## src/rtl/hall_emulator_pkg.sv

```systemverilog
// Shared hall sequencing tables and fault-mode encodings for the hall emulator
// and the BLDC driver bench.
package hall_pkg;

  typedef enum logic [1:0] {
    FM_NORMAL = 2'b00,
    FM_FORCE0 = 2'b01,
    FM_FORCE1 = 2'b10,
    FM_SKIP   = 2'b11
  } fault_mode_t;

  localparam logic [2:0] HALL_SEQ [0:5] = '{3'b001, 3'b011, 3'b010, 3'b110, 3'b100, 3'b101};
  localparam logic [1:0] FLOAT_PHASE [0:5] = '{2'd1, 2'd0, 2'd2, 2'd1, 2'd0, 2'd2};

  // Case form of HALL_SEQ so an out-of-range index can never escape the table.
  function automatic logic [2:0] hall_of(input logic [2:0] k);
    logic [2:0] h;
    case (k)
      3'd0:    h = 3'b001;
      3'd1:    h = 3'b011;
      3'd2:    h = 3'b010;
      3'd3:    h = 3'b110;
      3'd4:    h = 3'b100;
      3'd5:    h = 3'b101;
      default: h = 3'b001;
    endcase
    return h;
  endfunction

  // One-hot mask of the floating phase for index k (FLOAT_PHASE as a mask).
  function automatic logic [2:0] float_mask(input logic [2:0] k);
    logic [2:0] m;
    case (k)
      3'd0, 3'd3: m = 3'b010;
      3'd1, 3'd4: m = 3'b001;
      3'd2, 3'd5: m = 3'b100;
      default:    m = 3'b000;
    endcase
    return m;
  endfunction

  function automatic logic [2:0] idx_add(input logic [2:0] k, input logic [2:0] d);
    logic [3:0] s;
    s = {1'b0, k} + {1'b0, d};
    if (s >= 4'd6) s = s - 4'd6;
    return s[2:0];
  endfunction

endpackage

```

## src/rtl/hall_emulator_if.sv

```systemverilog
// Control, observation and hall-output signals between the bench/host side
// and the hall emulator.
interface hall_emulator_if
  import hall_pkg::*;
#(
  parameter int PERIOD_WIDTH = 16,
  parameter int POS_WIDTH    = 16,
  parameter int ERR_WIDTH    = 8
);
  logic                        en;
  logic                        dir;
  logic [PERIOD_WIDTH-1:0]     step_period;
  fault_mode_t                 fault_mode;
  logic                        clr_err;
  logic [2:0]                  phaseH;
  logic [2:0]                  phaseL;
  logic [2:0]                  hall;
  logic                        step_strobe;
  logic signed [POS_WIDTH-1:0] position;
  logic                        shoot_through;
  logic [ERR_WIDTH-1:0]        comm_err_cnt;

  modport master (
    output en, dir, step_period, fault_mode, clr_err, phaseH, phaseL,
    input  hall, step_strobe, position, shoot_through, comm_err_cnt
  );

  modport slave (
    input  en, dir, step_period, fault_mode, clr_err, phaseH, phaseL,
    output hall, step_strobe, position, shoot_through, comm_err_cnt
  );
endinterface

```

## src/rtl/hall_emulator_step_gen.sv

```systemverilog
// Step timer, hall index and signed position. idx_next is exposed so the top
// can register hall in the same edge that idx advances.
module hall_step_gen
  import hall_pkg::*;
#(
  parameter int PERIOD_WIDTH = 16,
  parameter int POS_WIDTH    = 16
) (
  input  logic                        clk,
  input  logic                        rst,
  input  logic                        en,
  input  logic                        dir,
  input  logic [PERIOD_WIDTH-1:0]     step_period,
  input  fault_mode_t                 fault_mode,
  output logic [2:0]                  idx,
  output logic [2:0]                  idx_next,
  output logic                        step_strobe,
  output logic signed [POS_WIDTH-1:0] position
);

  logic [PERIOD_WIDTH-1:0] cnt, cnt_next;
  logic                    step, step_en;
  logic [2:0]              delta;

  always_comb begin
    step     = 1'b0;
    cnt_next = cnt;
    idx_next = idx;
    delta    = 3'd1;
    step_en  = en && (step_period != '0) &&
               (fault_mode == FM_NORMAL || fault_mode == FM_SKIP);
    // >= compare so a period shortened below the running count steps at once.
    if (step_en) begin
      if (cnt >= step_period - PERIOD_WIDTH'(1)) begin
        step     = 1'b1;
        cnt_next = '0;
      end else begin
        cnt_next = cnt + PERIOD_WIDTH'(1);
      end
    end else if (!en || step_period == '0) begin
      cnt_next = '0;
    end
    case ({dir, fault_mode == FM_SKIP})
      2'b00:   delta = 3'd1;
      2'b01:   delta = 3'd2;
      2'b10:   delta = 3'd5;
      default: delta = 3'd4;
    endcase
    if (step) idx_next = idx_add(idx, delta);
  end

  always_ff @(posedge clk or posedge rst) begin
    if (rst) begin
      cnt         <= '0;
      idx         <= 3'd0;
      step_strobe <= 1'b0;
      position    <= '0;
    end else begin
      cnt         <= cnt_next;
      idx         <= idx_next;
      step_strobe <= step;
      if (step) position <= dir ? position - POS_WIDTH'(1) : position + POS_WIDTH'(1);
    end
  end

endmodule

```

## src/rtl/hall_emulator.sv

```systemverilog
// Motor-side hall emulator: stepped hall output with fault forcing, plus
// shoot-through and commutation checks on the returned gate drives.
module hall_emulator
  import hall_pkg::*;
#(
  parameter int PERIOD_WIDTH = 16,
  parameter int POS_WIDTH    = 16,
  parameter int ERR_WIDTH    = 8,
  parameter int SETTLE       = 8
) (
  input logic            clk,
  input logic            rst,
  hall_emulator_if.slave bus
);

  localparam int SW = $clog2(SETTLE + 1);

  logic [2:0]  idx, idx_next;
  logic [2:0]  hall_d, hall_q;
  logic [SW-1:0] settle;
  logic [2:0]  ph_h_s1, ph_h_s2, ph_l_s1, ph_l_s2;
  logic        mismatch, shoot_now;
  logic        shoot_q;
  logic [ERR_WIDTH-1:0] err_cnt;

  hall_step_gen #(
    .PERIOD_WIDTH (PERIOD_WIDTH),
    .POS_WIDTH    (POS_WIDTH)
  ) u_step_gen (
    .clk         (clk),
    .rst         (rst),
    .en          (bus.en),
    .dir         (bus.dir),
    .step_period (bus.step_period),
    .fault_mode  (bus.fault_mode),
    .idx         (idx),
    .idx_next    (idx_next),
    .step_strobe (bus.step_strobe),
    .position    (bus.position)
  );

  always_comb begin
    hall_d = hall_of(idx_next);
    case (bus.fault_mode)
      FM_FORCE0: hall_d = 3'b000;
      FM_FORCE1: hall_d = 3'b111;
      default:   hall_d = hall_of(idx_next);
    endcase
  end

  always_comb begin
    shoot_now = |(ph_h_s2 & ph_l_s2);
    mismatch  = (settle == '0) && (bus.fault_mode == FM_NORMAL) &&
                (|((ph_h_s2 | ph_l_s2) & float_mask(idx)));
  end

  always_ff @(posedge clk or posedge rst) begin
    if (rst) begin
      hall_q  <= 3'b001;
      settle  <= SW'(SETTLE);
      ph_h_s1 <= '0;
      ph_h_s2 <= '0;
      ph_l_s1 <= '0;
      ph_l_s2 <= '0;
      shoot_q <= 1'b0;
      err_cnt <= '0;
    end else begin
      hall_q  <= hall_d;
      // Any visible hall edge, fault entry/exit included, restarts the blanking window.
      if (hall_d != hall_q)  settle <= SW'(SETTLE);
      else if (settle != '0) settle <= settle - SW'(1);
      ph_h_s1 <= bus.phaseH;
      ph_h_s2 <= ph_h_s1;
      ph_l_s1 <= bus.phaseL;
      ph_l_s2 <= ph_l_s1;
      if (bus.clr_err) begin
        shoot_q <= 1'b0;
        err_cnt <= '0;
      end else begin
        if (shoot_now) shoot_q <= 1'b1;
        if (mismatch && err_cnt != '1) err_cnt <= err_cnt + ERR_WIDTH'(1);
      end
    end
  end

  assign bus.hall          = hall_q;
  assign bus.shoot_through = shoot_q;
  assign bus.comm_err_cnt  = err_cnt;

endmodule

```

## src/flat_wrapper.sv

```systemverilog
// flat-port wrapper written by rule: the top's interface ports become plain ports
module hall_emulator_flat import hall_pkg::*;
#(
  parameter int PERIOD_WIDTH = 16,
  parameter int POS_WIDTH    = 16,
  parameter int ERR_WIDTH    = 8,
  parameter int SETTLE       = 8
)
  (clk, rst, bus_en, bus_dir, bus_step_period, bus_fault_mode, bus_clr_err, bus_phaseH, bus_phaseL, bus_hall, bus_step_strobe, bus_position, bus_shoot_through, bus_comm_err_cnt);
  hall_emulator_if #(.PERIOD_WIDTH(PERIOD_WIDTH), .POS_WIDTH(POS_WIDTH), .ERR_WIDTH(ERR_WIDTH)) bus_i ();
  input logic clk;
  input logic rst;
  input wire logic [$bits(bus_i.en)-1:0] bus_en;
  input wire logic [$bits(bus_i.dir)-1:0] bus_dir;
  input wire logic [$bits(bus_i.step_period)-1:0] bus_step_period;
  input wire logic [$bits(bus_i.fault_mode)-1:0] bus_fault_mode;
  input wire logic [$bits(bus_i.clr_err)-1:0] bus_clr_err;
  input wire logic [$bits(bus_i.phaseH)-1:0] bus_phaseH;
  input wire logic [$bits(bus_i.phaseL)-1:0] bus_phaseL;
  output wire logic [$bits(bus_i.hall)-1:0] bus_hall;
  output wire logic [$bits(bus_i.step_strobe)-1:0] bus_step_strobe;
  output wire logic [$bits(bus_i.position)-1:0] bus_position;
  output wire logic [$bits(bus_i.shoot_through)-1:0] bus_shoot_through;
  output wire logic [$bits(bus_i.comm_err_cnt)-1:0] bus_comm_err_cnt;
  assign bus_i.en = bus_en;
  assign bus_i.dir = bus_dir;
  assign bus_i.step_period = bus_step_period;
  assign bus_i.fault_mode = bus_fault_mode;
  assign bus_i.clr_err = bus_clr_err;
  assign bus_i.phaseH = bus_phaseH;
  assign bus_i.phaseL = bus_phaseL;
  assign bus_hall = bus_i.hall;
  assign bus_step_strobe = bus_i.step_strobe;
  assign bus_position = bus_i.position;
  assign bus_shoot_through = bus_i.shoot_through;
  assign bus_comm_err_cnt = bus_i.comm_err_cnt;
  hall_emulator #(.PERIOD_WIDTH(PERIOD_WIDTH), .POS_WIDTH(POS_WIDTH), .ERR_WIDTH(ERR_WIDTH), .SETTLE(SETTLE)) u_core (.clk(clk), .rst(rst), .bus(bus_i));
endmodule
```

## config.mk

```make
export PLATFORM = sky130hd
export DESIGN_NAME = hall_emulator_flat
export DESIGN_NICKNAME = d
export VERILOG_FILES = /design/src/rtl/hall_emulator_pkg.sv /design/src/rtl/hall_emulator_if.sv /design/src/rtl/hall_emulator_step_gen.sv /design/src/rtl/hall_emulator.sv /design/src/flat_wrapper.sv
export SDC_FILE = /design/constraint.sdc
export NUM_CORES = 1
export LEC_CHECK = 0
export CORE_AREA = 2 2 108 110
export DETAILED_ROUTE_END_ITERATION = 8
export DIE_AREA = 0 0 110 112
export PLACE_DENSITY = 0.68
export SLEW_MARGIN = 20
export SYNTH_ARGS = -nofsm -noshare
export SYNTH_HDL_FRONTEND = slang
export SYNTH_SLANG_ARGS = --single-unit
```

## constraint.sdc

```tcl
create_clock -name clk -period 2.7 [get_ports clk]
set_input_delay 0.54 -clock clk [delete_from_list [all_inputs] [get_ports clk]]
set_output_delay 0.54 -clock clk [all_outputs]
set_load 0.02 [all_outputs]
```

=== After elaboration in Yosys (flattened, before gate mapping) ===
Cells that the tools add are included.

* $add $sub $neg: 8
* Magnitude comparators: 2
* Equal/unequal tests: 17
* Mux-type cells: 18
* Bitwise logic cells: 3
* Reductions and logical operators: 24

{| class="wikitable"
|+ Operators by type and width
! operator !! count
|-
| two-way mux 16 bit || 4
|-
| case mux 3 bit (3 select lines) || 2
|-
| adder 16 x 1 -> 16 bit (second input constant) || 1
|-
| adder 16 x 2 -> 16 bit (second input constant) || 1
|-
| greater-or-equal comparator 16 bit || 1
|-
| zero test 16 bit || 1
|-
| two-way mux 8 bit || 2
|-
| nonzero test 16 bit || 1
|-
| subtractor 16 x 1 -> 16 bit (second input constant) || 1
|-
| subtractor 16 x 2 -> 16 bit (second input constant) || 1
|-
| case mux 3 bit (5 select lines) || 1
|-
| == test 3 x 2 -> 1 bit (second input constant) || 4
|-
| == test 3 bit (second input constant) || 4
|-
| adder 8 x 1 -> 8 bit (second input constant) || 1
|-
| two-way mux 4 bit || 2
|-
| inequality test 8 bit (second input constant) || 1
|-
| nonzero test 2 bit || 4
|-
| AND 3 bit || 2
|-
| == test 2 bit (second input constant) || 3
|-
| == test 3 x 1 -> 1 bit (second input constant) || 2
|-
| two-way mux 3 bit || 2
|-
| case mux 3 bit (2 select lines) || 1
|-
| OR reduction 2 bit || 3
|-
| OR reduction 3 bit || 2
|-
| 15 further kinds || 25
|}

* Register bits: 64
* Input port bits: 29
* Output and inout port bits: 29
* Logic and storage cells: 84

=== Longest topological paths before layout ===
Gate-level depths: netlist (run 1).

* Depth after elaboration: 12
* Gate-level depth with buffers: 17
* Depth with buffers taken out: 15

=== Cells and area by module ===
From an unflattened synthesis (run 1), not the netlist that was laid out.

* Cells, all modules: 445
* Area, all modules: 4,260.3 um^2

{| class="wikitable"
|+ By module, submodules not included
! module !! times used !! cells an instance !! area an instance (um^2) !! seq. area each (um^2)
|-
| hall_step_gen || 1 || 335 || 3,026.7 || 900.9
|-
| hall_emulator || 1 || 110 || 1,233.7 || 703.2
|}

=== Least setup slack after synthesis (run 1) ===
Ideal clock, no wire load.

* Path type: input -> register
* Start: in bus_step_period[2]
* End: reg u_core.settle[0]
* Setup time: 120 ps
* Arrival time: 3,842 ps
* Data required time: 2,580 ps
* Slack: -1,263 ps
* Stages on the path: 16
* Path buffers: 2
* Cells stage by stage: or4_4 > nor3_4 > nand3_1 > nor4_1 > xnor2_1 > ha_1 > a2111o_1 > nor4_1 > o31a_1 > or3_1 > buf_6 > buf_6 > mux2i_1 > xnor2_1 > a21o_1 > and4_1

* Word-level cells in the longest chain between the ends: 10
* Elaborated cells on any way between the ends: 18
* Those cells by class: 1 x add/sub; 1 x order compare; 6 x eq/ne; 6 x mux; 4 x reduce/logical

{| class="wikitable"
|+ Ends and longest elaborated chain
! item !! RTL line !! text
|-
| from (decl) || flat_wrapper.sv:15 || <nowiki>input wire logic [$bits(bus_i.step_period)-1:0] bus_step_period;</nowiki>
|-
| subtractor 16 x 1 -> 16 bit or nonzero test 16 bit (tied branches) || hall_emulator_step_gen.sv:34, hall_emulator_step_gen.sv:30 ||
|-
| greater-or-equal comparator 16 bit or logical AND 1 bit (tied branches) || hall_emulator_step_gen.sv:34, hall_emulator_step_gen.sv:30 ||
|-
| two-way mux 1 bit or logical AND 1 bit (tied branches) || hall_emulator_step_gen.sv:34, hall_emulator_step_gen.sv:30 ||
|-
| two-way mux 1 bit * || hall_emulator_step_gen.sv:33 || <nowiki>if (step_en) begin</nowiki>
|-
| two-way mux 3 bit * || hall_emulator_step_gen.sv:49 || <nowiki>if (step) idx_next = idx_add(idx, delta);</nowiki>
|-
| == test 3 bit (tied with other cells) || hall_emulator_pkg.sv:18 || <nowiki>case (k)</nowiki>
|-
| case mux 3 bit (5 select lines) * || hall_emulator_pkg.sv:18 ||
|-
| case mux 3 bit (2 select lines) * || hall_emulator.sv:44 || <nowiki>case (bus.fault_mode)</nowiki>
|-
| inequality test 3 bit * || hall_emulator.sv:70 || <nowiki>if (hall_d != hall_q) settle <= SW'(SETTLE);</nowiki>
|-
| two-way mux 4 bit or nonzero test 2 bit (tied branches) || n/a ||
|-
| to (signal assigned) || hall_emulator.sv:60 || <nowiki>settle <= SW'(SETTLE);</nowiki>
|-
| to (signal assigned) || hall_emulator.sv:70 ||
|-
| to (signal assigned) || hall_emulator.sv:71 || <nowiki>else if (settle != '0) settle <= settle - SW'(1);</nowiki>
|-
| to (decl) || hall_emulator.sv:20 || <nowiki>logic [SW-1:0] settle;</nowiki>
|}

Mark *: on every way between the ends. The rest lies on a longest branch, timed or not.
A chain may end at the register's enable or synchronous reset.

=== Worst setup path in the final report (run 1) ===
* Start: in bus_step_period[5]
* End: reg u_core.settle[0]

Same word-level chain as after synthesis.

==> results of run 1 <==
## stage by stage
stage,area (µm²),hold slack [ns],util
6_report,6150,0.348,0.551
5_1_grt,6150,0.370,0.551
4_1_cts,6080,0.351,0.545
3_5_place_dp,5650,0.340,0.506
3_3_place_gp,5650,0.338,0.506
2_1_floorplan,4360,0.331,-
## worst max-delay path by stage
| stage | startpoint | endpoint | cells past startpoint |
|---|---|---|---|
| floorplan | bus_step_period[2] | u_core.settle[0] | 16 |
| global placement | bus_step_period[2] | u_core.settle[0] | 16 |
| detailed placement | bus_step_period[2] | u_core.settle[0] | 16 |
| CTS | bus_step_period[5] | u_core.settle[0] | 16 |
| global route | bus_step_period[5] | u_core.settle[0] | 15 |
| finish | bus_step_period[5] | u_core.settle[0] | 16 |
## cell families (layout without fill, tap and decap cells)
kind of cell	Yosys count	in the layout	share of synthesized area
buffers and inverters	27	179	0.0285
AND/OR/NAND/NOR	167	167	0.194
XOR/XNOR	40	40	0.0867
AO/OA/AOI/OAI	116	116	0.169
multiplexers	6	6	0.0147
adder cells (fa/ha/maj)	43	43	0.130
flip-flops	64	64	0.377
## state kept, by name (all words and copies together), names as in the netlist, 3 cells and up
name                        cells
u_core.u_step_gen.cnt          16
u_core.ph_l_s2                  3
u_core.ph_l_s1                  3
u_core.u_step_gen.position     16
u_core.bus.hall                 3
u_core.u_step_gen.idx           3
u_core.settle                   4
u_core.ph_h_s1                  3
u_core.bus.comm_err_cnt         8
u_core.ph_h_s2                  3
## routing by layer
metal / global-route usage / up-vias
met3: 0.0422 / 14
met1: 0.207 / 1828
met2: 0.292 / 58
met5: 0 / -
li1: - / 1948
met4: 0.0557 / 0
## cells in the mapped netlist (12+ instances only)
library cell and number:
a21oi_1 22, dfrtp_1 62, ha_1 41, nor3_1 12, nand2_1 54, xnor2_1 25
inv_1 17, xor2_1 14, nand2b_1 16, o21ai_0 42, and3_1 14, nor2_1 34
## power by group through the flow
| stage | Clock (µW) | Sequential [µW] | Combinational (µW) |
|---|---|---|---|
| final | 1100 | 1040 | 551 |
| after global routing | 1160 | 1050 | 608 |
| after CTS | 1120 | 1040 | 547 |
| after detailed placement | 0 | 1060 | 527 |
| after global placement | 0 | 1060 | 508 |
| after floorplan | 0 | 1060 | 302 |
## cell type report
class / instances / area [µm²] / area share
multi-input combinational: 372 / 2730 / 0.444
sequential: 64 / 1600 / 0.261
timing repair buffer: 145 / 1280 / 0.209
clock buffer: 10 / 239 / 0.0388
tap: 143 / 179 / 0.0291
inverter: 18 / 72.6 / 0.0118
clock inverter: 6 / 45.0 / 0.00732
## timing repair
action	4_1_cts	5_1_grt
cloned	0	0
buffers inserted	8	3
resized for setup	42	12
setup endpoints to repair	43	43
pin swaps	13	7
==> qor.txt, run 1 <==
Outcome - finished, violations left
Failing checks - negative setup slack
Buf+Inv Stages, Crit Path - 2
Synth Area per Inst - 9.19 µm²
Setup violators final - 43
Root buffer cell - clkbuf_16
Final Power - 2690 µW
RSZ-0062 raised after global routing - true
Seq/Total Area, Yosys - 0.377
Main synth FF type - dfrtp_1
Number of max-cap violations - 0
TritonCTS clock tree - done
Hold Buf Count CTS - 0
Net count of the mapped netlist - 535
Layout cell share with drive strength beyond 1 - 0.247
Synthesized instance count - 463
P per Cell Area - 437 mW/mm²
Post-synth ARST share - 1.00
DRC viols - 0
Hold depth - 0
Setup slack after layout - -1.02 ns
Post-Place Cells - 732
CTS Sinks - 64
Die H - 112 µm
Vias in the first global route - 3744
Die W - 110 µm
Row count - 39
Finished Layout Cells - 758
Switching Power - 756 µW
Peak VDD IR - 0.000354 V
Netlist cell types - 53
Pint - 1940 µW
Leakage - 0.00289 µW
CP Capture Type - flip-flop
Clock Pin Slew Worst Setup and Hold Paths - 0.06 ns
Maximum clock insertion buffer count - 2
Final Hold Viols - 0
CP max-delay cell - or4_4
Seq pwr share - 0.388
CP Data Arrival Time - 3.95 ns
Port Buffers - 57
Reg2reg end - u_core.u_step_gen.position[15]
Gpl congestion - 0.781
Initial antenna violation count - 0
Post-synth EDFFs - 0
Relative slew slack - 0.725
Synthesized area - 0.00426 mm²
Reg2reg start - u_core.u_step_gen.position[1]
Die ar. - 0.0123 mm²
Highest routing layer actually used - met4
NumNets Final - 682
Met1 Routed Length - 4520 µm
Core box area - 0.0112 mm²
Worst EP required - 2.92 ns
Net Sw Frac - 0.281
Yosys warns - 0
Cell taking the most area after synthesis - dfrtp_1
Most common cell after layout, fill and taps aside - buf_4
#FFs+latches synth - 64
Hold Path Class - flip-flop to flip-flop
Crit path cell chain - buf_6 -> or4_4 -> nor3_4 -> buf_6 -> and3_4 -> nand2_2 -> xor2_1 -> ha_2 -> a2111o_1 -> nor4_2 -> o31a_1 -> or3_4 -> mux2i_4 -> xnor2_1 -> a21o_1 -> and4_1
Met2 Routed Length - 4950 µm
Routed vias/inst - 5.08
Post-detail-place hpwl - 7420 µm
Antenna-violating nets left - 0
Most frequent cells in the layout - buf_4, dfrtp_1, clkdlybuf4s50_1
Combinational Power Share - 0.205
Tcrit/Tclk final - 1.38
Gr ovfl total - 0
Setup_tns - -27.92 ns
Fin. max-slew vios - 0
Largest incremental delay on the critical path - 0.54 ns
Final WL - 10000 µm
Worst R2R Setup Slack - -0.02 ns
F_max - 269 MHz
Final Skew - 0.00858 ns
Largest net degree at the start of global routing - 37
Clk Latency, worst-skew pair - 0.34 ns
First-pass GRT wire length - 16700 µm
Slew @ Worst Pin - 0.409 ns
I/O pins - 58
Total GRT Usage - 0.170
Register-to-Register Path Depth - 10
Starting Density - 0.381
Via count - 3848
DRT Pass-1 Iters - 4
CP top delay family - simple AND/OR/NAND/NOR gates
Clock power share - 0.408
Layout area overhead - 44.6%
CTS buffer count - 9
Ant diodes - 0
Met3 routed WL - 348 µm
Max FO, Critical Path - 5
Pre-CTS setup slack - -2.01 ns
Layout fillers - 991
Minimum clock period - 3.72 ns
Synth area leaders - dfrtp_1, ha_1, xnor2_1, o21ai_0, nand2_1
CP Class - input port to flip-flop
Hold Path End - u_core.ph_h_s2[1]
Most Frequent Cell on Critical Path - buf_6
Initial DRC count - 97
H-Tree Depth - 3
Post-synth top area share - 0.365
Worst hold start - u_core.ph_h_s1[1]
WL/cell - 13.2 µm
Crit start category - input port
Power figures use the tool's default switching activity.
==> run 2: changes to the inputs <==
- CTS_CLUSTER_SIZE: not set -> 25
==> results of run 2 <==
The final DEF is identical to that of run 1; final timing and power are the same.
==> run 3: changes to the inputs <==
- SETUP_SLACK_MARGIN: not set -> 0.1
==> run 3 against run 2 <==
Against the previous run: global-route usage is essentially flat; the flow still finishes with violations (negative setup slack); critical path type unchanged; wire length increased by 0.98%; die area unchanged; setup slack lost 0.016 ns; via count rose by 0.65%; combinational power hardly changed; design area rose by 1.1%; largest power group unchanged; total power hardly changed; utilization increased by 0.62 points; flip-flop and latch count did not move.
==> qor.txt, run 3 (same netlist as run 1, synthesis figures left out) <==
Outcome - finished, violations left
Failing checks - negative setup slack
Worst R2R Setup Slack - -0.04 ns (-0.02 ns)
CP Capture Type - flip-flop
Layout area overhead - 46.2%
Routed vias/inst - 5.08 (+0.12%)
Setup_tns - -29.07 ns (-1.15 ns)
CP max-delay cell - or4_4
Most Frequent Cell on Critical Path - buf_6
TritonCTS clock tree - done
CP top delay family - simple AND/OR/NAND/NOR gates
Setup violators final - 43 (unchanged)
Hold Slack - 0.348 ns (-0.0000520 ns)
Port Buffers - 57 (unchanged)
Row count - 39 (unchanged)
Slew @ Worst Pin - 0.409 ns (-0.000199 ns)
Vias in the first global route - 3752 (+0.21%)
CTS buffer count - 9 (unchanged)
Peak VDD IR - 0.000354 V (about the same)
Initial DRC count - 88 (-9.3%)
NumNets Final - 686 (+0.59%)
Leakage - 0.00294 µW (+1.5%)
Final core utilization - 0.557 (+0.00616)
Initial antenna violation count - 0 (unchanged)
Most frequent cells in the layout - buf_4, dfrtp_1, clkdlybuf4s50_1
Minimum clock period - 3.74 ns (+0.0159 ns)
P per Cell Area - 433 mW/mm² (-1.0%)
Finished Layout Cells - 762 (+0.53%)
Root buffer cell - clkbuf_16
Final Skew - 0.00861 ns (+0.0000253 ns)
Final WL - 10100 µm (+0.98%)
Die ar. - 0.0123 mm² (unchanged)
Final Power - 2690 µW (about the same)
Via count - 3873 (+0.65%)
Worst EP required - 2.92 ns (about the same)
I/O pins - 58 (unchanged)
Buf+Inv Stages, Crit Path - 3 (+1)
Number of max-cap violations - 0 (unchanged)
H-Tree Depth - 3 (unchanged)
CTS Sinks - 64 (unchanged)
Max FO, Critical Path - 5 (unchanged)
Gr ovfl total - 0 (unchanged)
CP Data Arrival Time - 3.96 ns (about the same)
Most common cell after layout, fill and taps aside - buf_4
Largest incremental delay on the critical path - 0.54 ns (about the same)
Hold Path Class - flip-flop to flip-flop
Die H - 112 µm (unchanged)
DRC viols - 0 (unchanged)
Clock Pin Slew Worst Setup and Hold Paths - 0.06 ns (about the same)
Die W - 110 µm (unchanged)
Crit start category - input port
Maximum clock insertion buffer count - 2 (unchanged)
Starting Density - 0.381 (unchanged)
Largest net degree at the start of global routing - 37 (unchanged)
Final Hold Viols - 0 (unchanged)
First-pass GRT wire length - 16700 µm (+0.16%)
Layout cell share with drive strength beyond 1 - 0.257 (+0.00971)
WL/cell - 13.3 µm (+0.45%)
DRT Pass-1 Iters - 4 (unchanged)
Gpl congestion - 0.781 (unchanged)
Layout fillers - 984 (-0.71%)
Setup slack after layout - -1.04 ns (-0.0159 ns)
Antenna-violating nets left - 0 (unchanged)
Total GRT Usage - 0.171 (+0.000242)
Core box area - 0.0112 mm² (unchanged)
RSZ-0062 raised after global routing - true
F_max - 267 MHz (-0.43%)
Post-detail-place hpwl - 7420 µm (unchanged)
Crit path cell chain - buf_6 -> or4_4 -> nor3_4 -> buf_6 -> and3_4 -> nand2_2 -> xor2_1 -> ha_2 -> a2111o_1 -> nor4_2 -> o31a_1 -> or3_4 -> buf_12 -> mux2i_4 -> xnor2_1 -> a21o_1 -> and4_1
Fin. max-slew vios - 0 (unchanged)
Ant diodes - 0 (unchanged)
Tcrit/Tclk final - 1.38 (+0.00590)
Post-Place Cells - 732 (unchanged)
Clk Latency, worst-skew pair - 0.34 ns (about the same)
Relative slew slack - 0.725 (about the same)
CP Class - input port to flip-flop
## run 3: cell count changes in the layout (fill, tap and decap cells not counted), sizes merged
| cell | delta |
|---|---|
| clkinv | -1 |
| buf | +4 |
| inv | +1 |
## run 3: report_power, final
| group | internal (µW) | total, µW | switching, µW |
|---|---|---|---|
| clock | 646 | 1100 | 450 |
| sequential | 1010 | 1040 | 37.1 |
| combinational | 284 | 554 | 270 |
| total | 1940 | 2690 | 757 |
## run 3: metal layers
layer | share of wire | track usage | up-vias
met2 | 0.50 | 0.293 | 66
li1 | - | - | 1961
met1 | 0.45 | 0.207 | 1832
met3 | 0.036 | 0.0422 | 14
met4 | 0.018 | 0.0557 | 0
met5 | 0 | 0 | -
## run 3: layout make-up
type	instances	area [µm²]	area share
Multi-Input combinational cell	372	2750	0.442
Sequential cell	64	1600	0.258
Timing Repair Buffer	149	1330	0.214
Clock buffer	10	239	0.0384
Tap cell	143	179	0.0288
Inverter	18	72.6	0.0117
Clock inverter	6	45.0	0.00724
## run 3: path summary, 6_finish.rpt
| kind | start | to | cells past startpoint |
|---|---|---|---|
| hold / removal | u_core.ph_h_s1[1] | u_core.ph_h_s2[1] | 0 |
| setup / recovery | bus_step_period[5] | u_core.settle[0] | 17 |
| max in group asynchronous | rst | u_core.ph_l_s1[1] | 3 |
| min in group asynchronous | rst | u_core.u_step_gen.position[4] | 2 |
| setup reg to reg | u_core.u_step_gen.cnt[7] | u_core.settle[0] | 11 |
| hold reg to reg | u_core.ph_h_s1[1] | u_core.ph_h_s2[1] | 0 |
## run 3: through the flow
| step | cell area (µm²) | worst slack, ns |
|---|---|---|
| final | 6220 | -1.04 |
| after floorplan | 4360 | -1.18 |
| after global placement | 5650 | -1.73 |
| after global routing | 6220 | -1.24 |
| after detailed placement | 5650 | -2.01 |
| after CTS | 6100 | -1.18 |
## run 3: repair_timing
| item | in CTS | in global routing |
|---|---|---|
| setup buffers | 8 | 7 |
| hold buffers | 0 | 0 |
| pin swaps | 14 | 13 |
| gates resized for setup | 42 | 19 |
| setup endpoints to repair | 43 | 43 |
